--- src/rtl/id_stage.sv ---
// Decode stage: operand bypass, immediate generation, jump resolution, ID/EX register.
// Optional squash counter output enabled by defining ID_SQUASH_CNT_EN.
module id_stage #(
    parameter logic [31:0] NOP_IW = 32'h00000013
) (
    input  logic        clk,
    input  logic        reset,
    input  logic [31:0] pc_in,
    input  logic [31:0] iw_in,
    output logic [4:0]  rs1_reg,
    output logic [4:0]  rs2_reg,
    input  logic [31:0] rs1_data_in,
    input  logic [31:0] rs2_data_in,
    input  logic        wb_enable,
    input  logic [4:0]  wb_reg,
    input  logic [31:0] wb_data,
    output logic        jump_enable_out,
    output logic [31:0] jump_addr_out,
    output logic        ebreak_out,
    output logic        valid_out,
    output logic [31:0] pc_out,
    output logic [31:0] iw_out,
    output logic [4:0]  rd_out,
    output logic        we_out,
    output logic [31:0] rs1_data_out,
    output logic [31:0] rs2_data_out,
    output logic [31:0] imm_out
`ifdef ID_SQUASH_CNT_EN
    ,
    output logic [31:0] squash_count
`endif
);

    localparam logic [6:0] OPC_OP     = 7'b0110011;
    localparam logic [6:0] OPC_OP_IMM = 7'b0010011;
    localparam logic [6:0] OPC_LOAD   = 7'b0000011;
    localparam logic [6:0] OPC_STORE  = 7'b0100011;
    localparam logic [6:0] OPC_BRANCH = 7'b1100011;
    localparam logic [6:0] OPC_LUI    = 7'b0110111;
    localparam logic [6:0] OPC_AUIPC  = 7'b0010111;
    localparam logic [6:0] OPC_JAL    = 7'b1101111;
    localparam logic [6:0] OPC_JALR   = 7'b1100111;
    localparam logic [31:0] EBREAK_IW = 32'h00100073;

    typedef enum logic [1:0] {
        RUN,
        SQUASH,
        HALT
    } state_t;

    state_t state, next_state;

    logic [6:0]  opcode;
    logic [2:0]  funct3;
    logic [4:0]  rd;
    logic [31:0] imm_i, imm_s, imm_b, imm_u, imm_j;
    logic [31:0] imm;
    logic [31:0] op1, op2;
    logic        live;
    logic        is_ebreak;
    logic        wr_class;
    logic        br_cond;
    logic        jump;
    logic [31:0] target;

    assign opcode  = iw_in[6:0];
    assign funct3  = iw_in[14:12];
    assign rd      = iw_in[11:7];
    assign rs1_reg = iw_in[19:15];
    assign rs2_reg = iw_in[24:20];

    assign imm_i = {{20{iw_in[31]}}, iw_in[31:20]};
    assign imm_s = {{20{iw_in[31]}}, iw_in[31:25], iw_in[11:7]};
    assign imm_b = {{19{iw_in[31]}}, iw_in[31], iw_in[7],
                    iw_in[30:25], iw_in[11:8], 1'b0};
    assign imm_u = {iw_in[31:12], 12'b0};
    assign imm_j = {{11{iw_in[31]}}, iw_in[31], iw_in[19:12],
                    iw_in[20], iw_in[30:21], 1'b0};

    // x0 reads zero; a matching writeback overrides the register file.
    always_comb begin
        op1 = rs1_data_in;
        op2 = rs2_data_in;
        if (rs1_reg == 5'd0)
            op1 = '0;
        else if (wb_enable && wb_reg == rs1_reg)
            op1 = wb_data;
        if (rs2_reg == 5'd0)
            op2 = '0;
        else if (wb_enable && wb_reg == rs2_reg)
            op2 = wb_data;
    end

    always_comb begin
        imm      = '0;
        wr_class = 1'b0;
        unique case (opcode)
            OPC_OP:     wr_class = 1'b1;
            OPC_OP_IMM,
            OPC_LOAD,
            OPC_JALR: begin
                imm      = imm_i;
                wr_class = 1'b1;
            end
            OPC_STORE:  imm = imm_s;
            OPC_BRANCH: imm = imm_b;
            OPC_LUI,
            OPC_AUIPC: begin
                imm      = imm_u;
                wr_class = 1'b1;
            end
            OPC_JAL: begin
                imm      = imm_j;
                wr_class = 1'b1;
            end
            default: begin
                imm      = '0;
                wr_class = 1'b0;
            end
        endcase
    end

    always_comb begin
        br_cond = 1'b0;
        unique case (funct3)
            3'b000:  br_cond = (op1 == op2);
            3'b001:  br_cond = (op1 != op2);
            3'b100:  br_cond = ($signed(op1) < $signed(op2));
            3'b101:  br_cond = ($signed(op1) >= $signed(op2));
            3'b110:  br_cond = (op1 < op2);
            3'b111:  br_cond = (op1 >= op2);
            default: br_cond = 1'b0;
        endcase
    end

    assign live      = (state == RUN);
    assign is_ebreak = (iw_in == EBREAK_IW);

    always_comb begin
        jump   = 1'b0;
        target = '0;
        unique case (1'b1)
            opcode == OPC_JAL: begin
                jump   = 1'b1;
                target = pc_in + imm_j;
            end
            opcode == OPC_JALR: begin
                jump   = 1'b1;
                target = (op1 + imm_i) & 32'hFFFF_FFFE;
            end
            opcode == OPC_BRANCH: begin
                jump   = br_cond;
                target = pc_in + imm_b;
            end
            default: begin
                jump   = 1'b0;
                target = '0;
            end
        endcase
    end

    assign jump_enable_out = live && jump;
    assign jump_addr_out   = live ? target : '0;
    assign ebreak_out      = (state == HALT) || (live && is_ebreak);

    always_ff @(posedge clk) begin
        if (reset)
            state <= SQUASH;
        else
            state <= next_state;
    end

    always_comb begin
        next_state = state;
        unique case (state)
            RUN: begin
                if (jump)
                    next_state = SQUASH;
                else if (is_ebreak)
                    next_state = HALT;
            end
            SQUASH:  next_state = RUN;
            HALT:    next_state = HALT;
            default: next_state = SQUASH;
        endcase
    end

    always_ff @(posedge clk) begin
        if (reset || !live) begin
            valid_out    <= 1'b0;
            pc_out       <= '0;
            iw_out       <= NOP_IW;
            rd_out       <= '0;
            we_out       <= 1'b0;
            rs1_data_out <= '0;
            rs2_data_out <= '0;
            imm_out      <= '0;
        end else begin
            valid_out    <= 1'b1;
            pc_out       <= pc_in;
            iw_out       <= iw_in;
            rd_out       <= rd;
            we_out       <= wr_class && (rd != 5'd0);
            rs1_data_out <= op1;
            rs2_data_out <= op2;
            imm_out      <= imm;
        end
    end

`ifdef ID_SQUASH_CNT_EN
    always_ff @(posedge clk) begin
        if (reset)
            squash_count <= '0;
        else if (state == SQUASH && squash_count != 32'hFFFF_FFFF)
            squash_count <= squash_count + 32'd1;
    end
`endif

endmodule

--- config.mk ---
export PLATFORM = sky130hd
export DESIGN_NAME = id_stage
export DESIGN_NICKNAME = d
export VERILOG_FILES = /design/src/rtl/id_stage.sv
export SDC_FILE = /design/constraint.sdc
export NUM_CORES = 1
export LEC_CHECK = 0
export CORE_MARGIN = 5
export CORE_UTILIZATION = 40
export DETAILED_ROUTE_END_ITERATION = 7
export PLACE_DENSITY = 0.75
export SKIP_LAST_GASP = 1
export SYNTH_ARGS = -nofsm -noshare
export SYNTH_HDL_FRONTEND = slang
export SYNTH_SLANG_ARGS = --single-unit
--- constraint.sdc ---
create_clock -name clk -period 5.2 [get_ports clk]
set_clock_uncertainty 0.2 [all_clocks]
set_input_delay 0.78 -clock clk [delete_from_list [all_inputs] [get_ports clk]]
set_output_delay 0.78 -clock clk [all_outputs]
set_load 0.1 [all_outputs]
# Word level (Yosys, flattened, before mapping)
# Cells that the tools add are included.
[word_totals]
regBits = 169
output_inout_bits = 211
word_cells = 69
input_bits = 168
[op_classes]
eq_ne = 22
magnitude_cmp = 4
n_mux = 14
addsub = 3
n_reduce_logical = 17
[ops]
columns = ["cell", "n"]
rows = [
  ["32-bit 2-to-1 mux", 5],
  ["32-bit case mux with 5 select lines", 1],
  ["32-bit adder", 3],
  ["32-bit case mux with 3 select lines", 1],
  ["32-bit greater-or-equal comparator", 2],
  ["32-bit less-than comparator", 2],
  ["32-bit by 21-bit equality test with 1-bit output (second input constant)", 1],
  ["32-bit equality test", 1],
  ["32-bit inequality test", 1],
  ["7-bit by 6-bit equality test with 1-bit output (second input constant)", 3],
  ["7-bit equality test (second input constant)", 3],
  ["7-bit by 5-bit equality test with 1-bit output (second input constant)", 2],
  ["3-bit equality test (second input constant)", 4],
  ["5-bit equality test", 2],
  ["5-bit logical NOT", 2],
  ["7-bit by 2-bit equality test with 1-bit output (second input constant)", 1],
  ["7-bit OR reduction", 1],
  ["1-bit case mux with 6 select lines", 1],
  ["2-bit case mux with 3 select lines", 1],
  ["1-bit logical AND", 5],
  ["5-bit nonzero test", 1],
  ["2-bit 2-to-1 mux", 2],
  ["2-bit OR reduction", 2],
  ["3-bit by 1-bit equality test with 1-bit output (second input constant)", 1],
  ["10 further kinds", 12],
]

# Depth between registers and ports, before layout
# Gate-level depths: netlist of run 1.
[depth]
word_depth = 9
depth_mapped = 20

# Worst setup path before layout of run 1
# OpenSTA, ideal clock, no wires.
[synth_timing]
kind = "input-to-output"
start = "input port iw_in[16]"
end = "output port jump_addr_out[16]"
required_ns = 4.220
path_stages = 15
path_slack_ns = -1.876
arrival_ns = 6.096
path_cell_list = "buf_4 xnor2_1 nand4_1 nor2_1 clkbuf_1 mux2i_1 nor2_1 inv_1 fa_1 a21oi_1 o32ai_2 a211oi_1 a41o_1 a211oi_1 o32ai_1"
[synth_between]
elab_chain_len = 7
[synth_lines]
columns = ["item", "line_no", "rtl"]
rows = [
  ["start, declared", "9", "input logic [31:0] iw_in,"],
  ["5-bit equality test", "86", "else if (wb_enable && wb_reg == rs1_reg)"],
  ["1-bit logical AND", "86", ""],
  ["32-bit 2-to-1 mux", "86", ""],
  ["32-bit 2-to-1 mux (*)", "84", "if (rs1_reg == 5'd0)"],
  ["via op1[1]", "58", "logic [31:0] op1, op2;"],
  ["32-bit adder (*)", "149", "target = (op1 + imm_i) & 32'hFFFF_FFFE;"],
  ["32-bit case mux with 3 select lines (*)", "142", "unique case (1'b1)"],
  ["32-bit 2-to-1 mux (*)", "163", "assign jump_addr_out = live ? target : '0;"],
  ["end, declared", "18", "output logic [31:0] jump_addr_out,"],
]
# Mark *: on every way through the listed nets, which the timed path passes. The rest lies on a longest branch.

# Final worst setup path of run 1
[layout_timing]
start = "input port iw_in[18]"
end = "output port jump_addr_out[28]"
# Same word-level chain as after synthesis.

==> results of run 1 <==
metrics by stage:
stage          power (µW)  worst slack (ps)  hold WS, ps
2_1_floorplan        2310              -453          301
3_3_place_gp         2920              -922          364
6_report             4520              -583          334
3_5_place_dp         2950              -941          357
5_1_grt              4680              -700          331
4_1_cts              4400              -429          332
metal layers:
layer | track usage (%) | wire, µm | vias up
met3 | 6.89 | 3520 | 174
met4 | 14.6 | 2660 | 0
met5 | 0 | 0 | -
met2 | 54.6 | 23600 | 653
met1 | 34.7 | 17700 | 5828
li1 | - | - | 5513
logic make-up after synthesis:
family          Yosys count
xor+xnor                 69
compound gates          282
fa+ha+maj                94
simple gates            411
buf+inv                  98
mux                      68
flops                   164
where the power goes:
group,total (µW),internal (µW),switching (µW)
combinational,1900,812,1090
sequential,1310,1300,13.9
clock,1300,691,610
sequential cells by signal, indices dropped and copies added (netlist names):
register / cells
imm_out: 32
iw_out: 32
pc_out: 32
rs1_data_out: 32
rs2_data_out: 32
state: 2
valid_out: 1
we_out: 1
area by class of cell:
class / count / area share, %
inverters: 29 / 0.565
multi-input cells: 925 / 41.9
well taps: 330 / 2.14
repair buffers: 707 / 35.4
clock buffers: 19 / 2.30
clock inverters: 13 / 0.728
flip-flops and latches: 164 / 17.0
timing repair:
| item | CTS | global route |
|---|---|---|
| buffers inserted | 41 | 24 |
| gates resized for setup | 249 | 101 |
| cloned | 5 | 1 |
| pin swaps | 110 | 102 |
| endpoints found under the setup margin | 30 | 27 |
worst paths after layout:
| path | startpoint | end | slack [ps] | cells after the start |
|---|---|---|---|---|
| max | iw_in[18] | jump_addr_out[28] | -580 | 20 |
| min | iw_in[0] | iw_out[0]$_SDFF_PN1_ | 330 | 2 |
| max reg2reg | state[0]$_SDFFE_PP1P_ | imm_out[31]$_SDFF_PN0_ | 2880 | 5 |
| min reg2reg | state[1]$_SDFFE_PP0P_ | state[0]$_SDFFE_PP1P_ | 420 | 2 |
cells in the final DEF, fill, tap and decap left out, types with 10 or more instances in the layout:
cell type	instances
sky130_fd_sc_hd__nand3_1	15
sky130_fd_sc_hd__buf_12	39
sky130_fd_sc_hd__o21ai_1	12
sky130_fd_sc_hd__xnor2_1	22
sky130_fd_sc_hd__or2_2	33
sky130_fd_sc_hd__mux2i_4	10
sky130_fd_sc_hd__nor2_2	15
sky130_fd_sc_hd__dfxtp_1	164
sky130_fd_sc_hd__clkdlybuf4s50_1	320
sky130_fd_sc_hd__a21o_1	62
sky130_fd_sc_hd__buf_6	30
sky130_fd_sc_hd__xor2_2	11
sky130_fd_sc_hd__nand4_1	14
sky130_fd_sc_hd__o22ai_4	15
sky130_fd_sc_hd__buf_4	291
sky130_fd_sc_hd__and2_1	63
sky130_fd_sc_hd__nand2_1	48
sky130_fd_sc_hd__a21oi_1	56
sky130_fd_sc_hd__nor2_1	98
sky130_fd_sc_hd__nor3_1	39
sky130_fd_sc_hd__xor2_1	16
sky130_fd_sc_hd__a21oi_2	16
sky130_fd_sc_hd__clkbuf_16	17
sky130_fd_sc_hd__mux2i_2	13
sky130_fd_sc_hd__o21ai_0	21
sky130_fd_sc_hd__inv_1	27
sky130_fd_sc_hd__ha_1	71
sky130_fd_sc_hd__mux2i_1	40
sky130_fd_sc_hd__xnor2_2	14
sky130_fd_sc_hd__ha_4	14
sky130_fd_sc_hd__nand2b_1	13
sky130_fd_sc_hd__nor2_4	15
worst register-to-register path, cell delays in order, from the launching register on:
cell	delay (ps)
sky130_fd_sc_hd__dfxtp_1	370
sky130_fd_sc_hd__or3_2	480
sky130_fd_sc_hd__inv_1	270
sky130_fd_sc_hd__buf_4	430
sky130_fd_sc_hd__and2_1	230
sky130_fd_sc_hd__a21boi_0	260
==> summary.md, run 1 <==
## Yosys
* **Simple-Gate Fraction of Synth Area** 20.5%
* **synthesized instance count** 1186
* **sequential element share of the synthesized area** 32.4%
* **combinational family with the most area after synthesis** simple AND/OR/NAND/NOR gates
* **number of synthesis warnings** 0
* **net count of the mapped netlist** 1446
* **average size of a mapped cell** 8.55 µm²
* **count of distinct cell types in the synthesized netlist** 78
* **number of storage elements in the synthesis netlist** 164
* **cell taking the most area after synthesis** sky130_fd_sc_hd__dfxtp_1
* **flip-flop cell with the highest count after synthesis** sky130_fd_sc_hd__dfxtp_1
* **xor and xnor area share after synthesis** 5.96%
* **most frequent cells after synthesis** 164 x sky130_fd_sc_hd__dfxtp_1, 127 x sky130_fd_sc_hd__nor2_1, 90 x sky130_fd_sc_hd__ha_1
* **netlist area before placement** 10100 µm²
* **share of cell area taken by muxes after synthesis** 6.77%
* **count of flip-flops with a built-in enable after synthesis** 0
* **most repeated cell in the gate-level netlist after synthesis** sky130_fd_sc_hd__dfxtp_1
* **share of the synthesized area in the top cell type** 32.4%
* **fraction of synthesis flops using an asynchronous set or reset pin** 0%
* **Adder-Cell Fraction of Synth Area** 11.7%
* **biggest area contributors in the synthesized netlist** sky130_fd_sc_hd__dfxtp_1 32%, sky130_fd_sc_hd__ha_1 11%, sky130_fd_sc_hd__mux2i_1 6.2%
* **Synth Area in Compound Gates** 18.5%

## Die
* **standard-cell rows** 58
* **overall die width** 169 µm
* **area of the core** 25100 µm²
* **Ports** 379
* **Die ar.** 28600 µm²
* **die span in y** 169 µm
* **starting density of the core** 40.4%

## Setup path
* **Setup crit end kind** output pin
* **type of the worst setup path** input pin to output pin
* **cell breakdown of the critical path** buf_8 > xnor2_2 > nand4_1 > nor2_4 > buf_6 > buf_16 > mux2i_4 > nor2_2 > ha_1 > a21oi_2 > nor2b_1 > o211ai_1 > a2bb2oi_1 > a21bo_2 > o31a_1 > a31o_1 > a31o_1 > xnor2_2 > o22ai_4 > buf_12
* **CP Data Arrival Time** 4800 ps
* **kind of start point of the critical path** input pin
* **critical path fanouts, max** 5
* **Bufs and invs on worst path** 4
* **Crit path largest cell delay** 350 ps
* **delay-heaviest family, CP** compound AO/OA/AOI/OAI gates
* **Critical-path top delay cell** sky130_fd_sc_hd__ha_1
* **data required time at the worst endpoint** 4220 ps

## Outcome
* **violated checks** setup timing
* **run status** finished with violations

## Cells and area
* **final-layout fill cell count** 1605
* **layout-stage area growth over the synthesis result** 89.8%
* **core utilization of the finished layout** 76.7%
* **final std cells w/o fill** 2187
* **cell area after layout** 19300 µm²
* **ratio of cells with drive above 1 in the final layout** 36.5%
* **FF/Latch Area** 3280 µm²
* **count of inserted antenna diode cells** 0
* **area used by multi-input combinational logic** 8060 µm²
* **Net count, final** 2104

## Flow run
* **maximum capacitance violations** 0

## Drt
* **Routed WL per cell** 21.7 µm
* **DRT Wirelength** 47400 µm
* **number of DRC markers in iteration 0** 1029
* **via-per-instance ratio** 5.56
* **Post-DRT Antenna Nets** 0
* **via count** 12200
* **number of detailed-routing iterations run before antenna repair** 6
* **remaining design rule violation count** 0

## GRT
* **largest net degree at the start of global routing** 76
* **residual overflow from global routing** 0
* **initial antenna violation count** 0
* **aggregate global-route resource usage** 30.7%
* **global-route wire length before repair** 69000 µm
* **vias in the first global route** 12400

## STA
* **unrepaired setup endpoints after global routing** yes
* **Final Max Slew Viols** 0
* **min Tclk post-route** 5780 ps
* **setup TNS** -8460 ps
* **Setup WS post-layout** -583 ps
* **fmax** 173 MHz
* **post-route clock period utilization** 111%
* **final setup vio count** 26
* **Final Hold Violating Endpoints** 0
* **headroom to the max-slew limit** 21.6%
* **actual transition at the worst max-transition pin** 1160 ps

## CTS
* **# H-tree levels** 4
* **library cell used as clock root buffer** sky130_fd_sc_hd__clkbuf_16
* **Sink Count** 164
* **total clock buffers created by CTS** 17
* **clock tree from TritonCTS** built
* **count of hold-fix buffers inserted at cts** 0
* **CTS clock-pin slew for the worst setup and hold paths** 70 ps
* **clock latency at the later pin of the worst-skew pair** 430 ps
* **maximum count of clock buffers along a single path** 2

## Placement
* **post-placement cell area** 16900 µm²
* **GPL Wtd Cong** 0.938
* **PortBufs** 378
* **number of placed instances, taps included** 2095
* **detailed placement HPWL** 34000 µm

## Power and ir drop
* **largest voltage drop on the vdd net** 0.000185 V
* **leakage power of the design** 0.00812 µW
* **power density relative to cell area** 234 nW/µm²

## Worst hold path
* **worst hold-check path type** input pin to flop

Power figures use the tool's default switching activity.
==> run 2: changes to the inputs <==
RECOVER_POWER = 25   (was default)
SKIP_CTS_REPAIR_TIMING = 1   (was default)
==> summary.md, run 2 (synthesis results as in run 1) <==
## Outcome
* **run status** finished with violations, unchanged
* **violated checks** capacitance limit, slew limit, setup timing, was setup timing

## CTS
* **total clock buffers created by CTS** 17, unchanged
* **CTS clock-pin slew for the worst setup and hold paths** 70 ps, about the same
* **clock latency at the later pin of the worst-skew pair** 430 ps, about the same
* **# H-tree levels** 4, unchanged
* **library cell used as clock root buffer** sky130_fd_sc_hd__clkbuf_16, unchanged
* **Sink Count** 164, unchanged
* **maximum count of clock buffers along a single path** 2, unchanged
* **clock tree from TritonCTS** built, unchanged

## STA
* **post-route clock period utilization** 109%, was 111%
* **actual transition at the worst max-transition pin** 3630 ps, was 1160 ps
* **worst hold margin** 350 ps, was 334 ps
* **unrepaired setup endpoints after global routing** yes, unchanged
* **Final Hold Violating Endpoints** 0, unchanged
* **Setup WS post-layout** -492 ps, was -583 ps
* **final setup vio count** 25, was 26
* **Final Max Slew Viols** 126, was 0
* **min Tclk post-route** 5690 ps, was 5780 ps
* **headroom to the max-slew limit** -142%, was 21.6%
* **fmax** 176 MHz, was 173 MHz

## Die
* **Ports** 379, unchanged
* **die span in y** 169 µm, unchanged
* **overall die width** 169 µm, unchanged
* **Die ar.** 28600 µm², unchanged
* **starting density of the core** 40.4%, unchanged
* **standard-cell rows** 58, unchanged
* **area of the core** 25100 µm², unchanged

## GRT
* **residual overflow from global routing** 0, unchanged
* **aggregate global-route resource usage** 27.7%, was 30.7%
* **global-route wire length before repair** 62700 µm, was 69000 µm
* **initial antenna violation count** 0, unchanged
* **vias in the first global route** 11600, was 12400
* **largest net degree at the start of global routing** 76, unchanged

## Power and ir drop
* **power density relative to cell area** 235 nW/µm², was 234 nW/µm²
* **largest voltage drop on the vdd net** 0.000188 V, was 0.000185 V
* **Power Total** 4450 µW, was 4520 µW
* **leakage power of the design** 0.00806 µW, was 0.00812 µW

## Cells and area
* **count of inserted antenna diode cells** 0, unchanged
* **core utilization of the finished layout** 75.5%, was 76.7%
* **layout-stage area growth over the synthesis result** 86.9%, was 89.8%
* **ratio of cells with drive above 1 in the final layout** 33.9%, was 36.5%
* **Net count, final** 2082, was 2104
* **leading cell type in the layout, fill and taps excluded** sky130_fd_sc_hd__clkdlybuf4s50_1, unchanged
* **leading cell types in the layout, fill and taps excluded** 319 x sky130_fd_sc_hd__clkdlybuf4s50_1, 279 x sky130_fd_sc_hd__buf_4, 164 x sky130_fd_sc_hd__dfxtp_1, was 320 x sky130_fd_sc_hd__clkdlybuf4s50_1, 291 x sky130_fd_sc_hd__buf_4, 164 x sky130_fd_sc_hd__dfxtp_1
* **final-layout fill cell count** 1692, was 1605

## Setup path
* **kind of start point of the critical path** input pin, unchanged
* **R2R setup slack** 780 ps, was 2880 ps
* **end of the worst register-to-register path** imm_out[5]$_SDFF_PN0_, was imm_out[31]$_SDFF_PN0_
* **CP endpoint** jump_addr_out[28], unchanged
* **critical path fanouts, max** 5, unchanged
* **type of the worst setup path** input pin to output pin, unchanged
* **Setup crit start** iw_in[19], was iw_in[18]
* **data required time at the worst endpoint** 4220 ps, about the same
* **reg-to-reg startpoint** state[0]$_SDFFE_PP1P_, unchanged
* **Crit path largest cell delay** 340 ps, was 350 ps
* **Setup crit end kind** output pin, unchanged
* **Critical-path top delay cell** sky130_fd_sc_hd__o31a_1, was sky130_fd_sc_hd__ha_1
* **cell breakdown of the critical path** buf_6 > xnor2_2 > nand4_1 > nor2_4 > buf_12 > buf_4 > buf_8 > mux2i_1 > nor2_1 > nand2_1 > fa_2 > nor2_1 > o32ai_2 > a211oi_2 > buf_4 > a21bo_2 > o31a_1 > a31o_1 > a31o_1 > xnor2_2 > o22ai_4 > buf_12, was buf_8 > xnor2_2 > nand4_1 > nor2_4 > buf_6 > buf_16 > mux2i_4 > nor2_2 > ha_1 > a21oi_2 > nor2b_1 > o211ai_1 > a2bb2oi_1 > a21bo_2 > o31a_1 > a31o_1 > a31o_1 > xnor2_2 > o22ai_4 > buf_12
* **CP Data Arrival Time** 4710 ps, was 4800 ps
* **depth of the worst register-to-register path** 4, was 5

## Drt
* **DRT Wirelength** 45400 µm, was 47400 µm
* **via-per-instance ratio** 5.50, was 5.56
* **max layer used** met4, unchanged
* **Post-DRT Antenna Nets** 0, unchanged
* **number of detailed-routing iterations run before antenna repair** 8, was 6
* **Metal-1 WL** 16900 µm, was 17700 µm
* **met3 WL** 3320 µm, was 3520 µm
* **Routed WL per cell** 21.0 µm, was 21.7 µm
* **met2 WL** 23200 µm, was 23600 µm
* **number of DRC markers in iteration 0** 945, was 1029
* **remaining design rule violation count** 0, unchanged
* **via count** 11900, was 12200

## Placement
* **detailed placement HPWL** 34000 µm, unchanged
* **PortBufs** 378, unchanged
* **GPL Wtd Cong** 0.938, unchanged
* **setup slack after placement** -941 ps, unchanged

## Flow run
* **maximum capacitance violations** 2, was 0

## Worst hold path
* **worst hold-check path type** input pin to flop, unchanged

## run 2: changes by cell type in the layout (fill, tap and decap cells not counted), sizes merged
cell,delta
buf,-30
clkbuf,+3
clkdlybuf4s15,-3
clkdlybuf4s50,-1
dlygate4sd2,-4
dlygate4sd3,+1
dlymetal6s2s,+12
## run 2: worst max-delay path, delay by kind of cell
kind                     cells  cell delay (ps)
buffers and inverters        6              850
AND/OR/NAND/NOR              5              690
multiplexers                 1              220
AO/OA/AOI/OAI                7             1620
adder cells (fa/ha/maj)      1              250
XOR/XNOR                     2              290
## run 2: cell type report
class                           instances  area [µm²]  share of cell area (%)
Timing Repair Buffer                  685        6670                    35.2
Tap cell                              330         413                    2.18
Sequential cell                       164        3280                    17.3
Multi-Input combinational cell        925        7900                    41.7
Clock inverter                         13         140                   0.739
Clock buffer                           19         443                    2.34
Inverter                               29         109                   0.574
## run 2: how the worst min path moves through the flow
stage                       endpoint             startpoint  cells past startpoint  slack [ps]
2_1_floorplan  state[0]$_SDFFE_PP1P_  state[1]$_SDFFE_PP0P_                      2         300
3_3_place_gp   state[0]$_SDFFE_PP1P_  state[1]$_SDFFE_PP0P_                      2         360
3_5_place_dp   state[0]$_SDFFE_PP1P_  state[1]$_SDFFE_PP0P_                      2         360
4_1_cts        state[0]$_SDFFE_PP1P_  state[1]$_SDFFE_PP0P_                      2         370
5_1_grt         iw_out[0]$_SDFF_PN1_               iw_in[0]                      2         340
6_report        iw_out[1]$_SDFF_PN1_               iw_in[1]                      2         350
## run 2: through the flow
| stage | instance area (µm²) | cells | TNS [ps] |
|---|---|---|---|
| after floorplan | 10600 | 1186 | -1740 |
| after global placement | 16900 | 2095 | -19150 |
| after detailed placement | 16900 | 2095 | -19980 |
| after CTS | 17400 | 2127 | -20710 |
| after global routing | 19000 | 2165 | -10970 |
| final | 19000 | 2165 | -7300 |
## run 2: routing by layer
metal	vias to the layer above	track usage [%]
li1	5490	-
met1	5739	30.9
met2	563	50.6
met3	125	6.66
met4	0	11.3
met5	-	0
## run 2: power breakdown
part | internal (µW) | total [µW] | leakage (µW) | switching, µW
Clock | 691 | 1310 | 0.000281 | 617
Combinational | 779 | 1830 | 0.00644 | 1050
Sequential | 1300 | 1310 | 0.00134 | 13.8
Total | 2770 | 4450 | 0.00806 | 1680
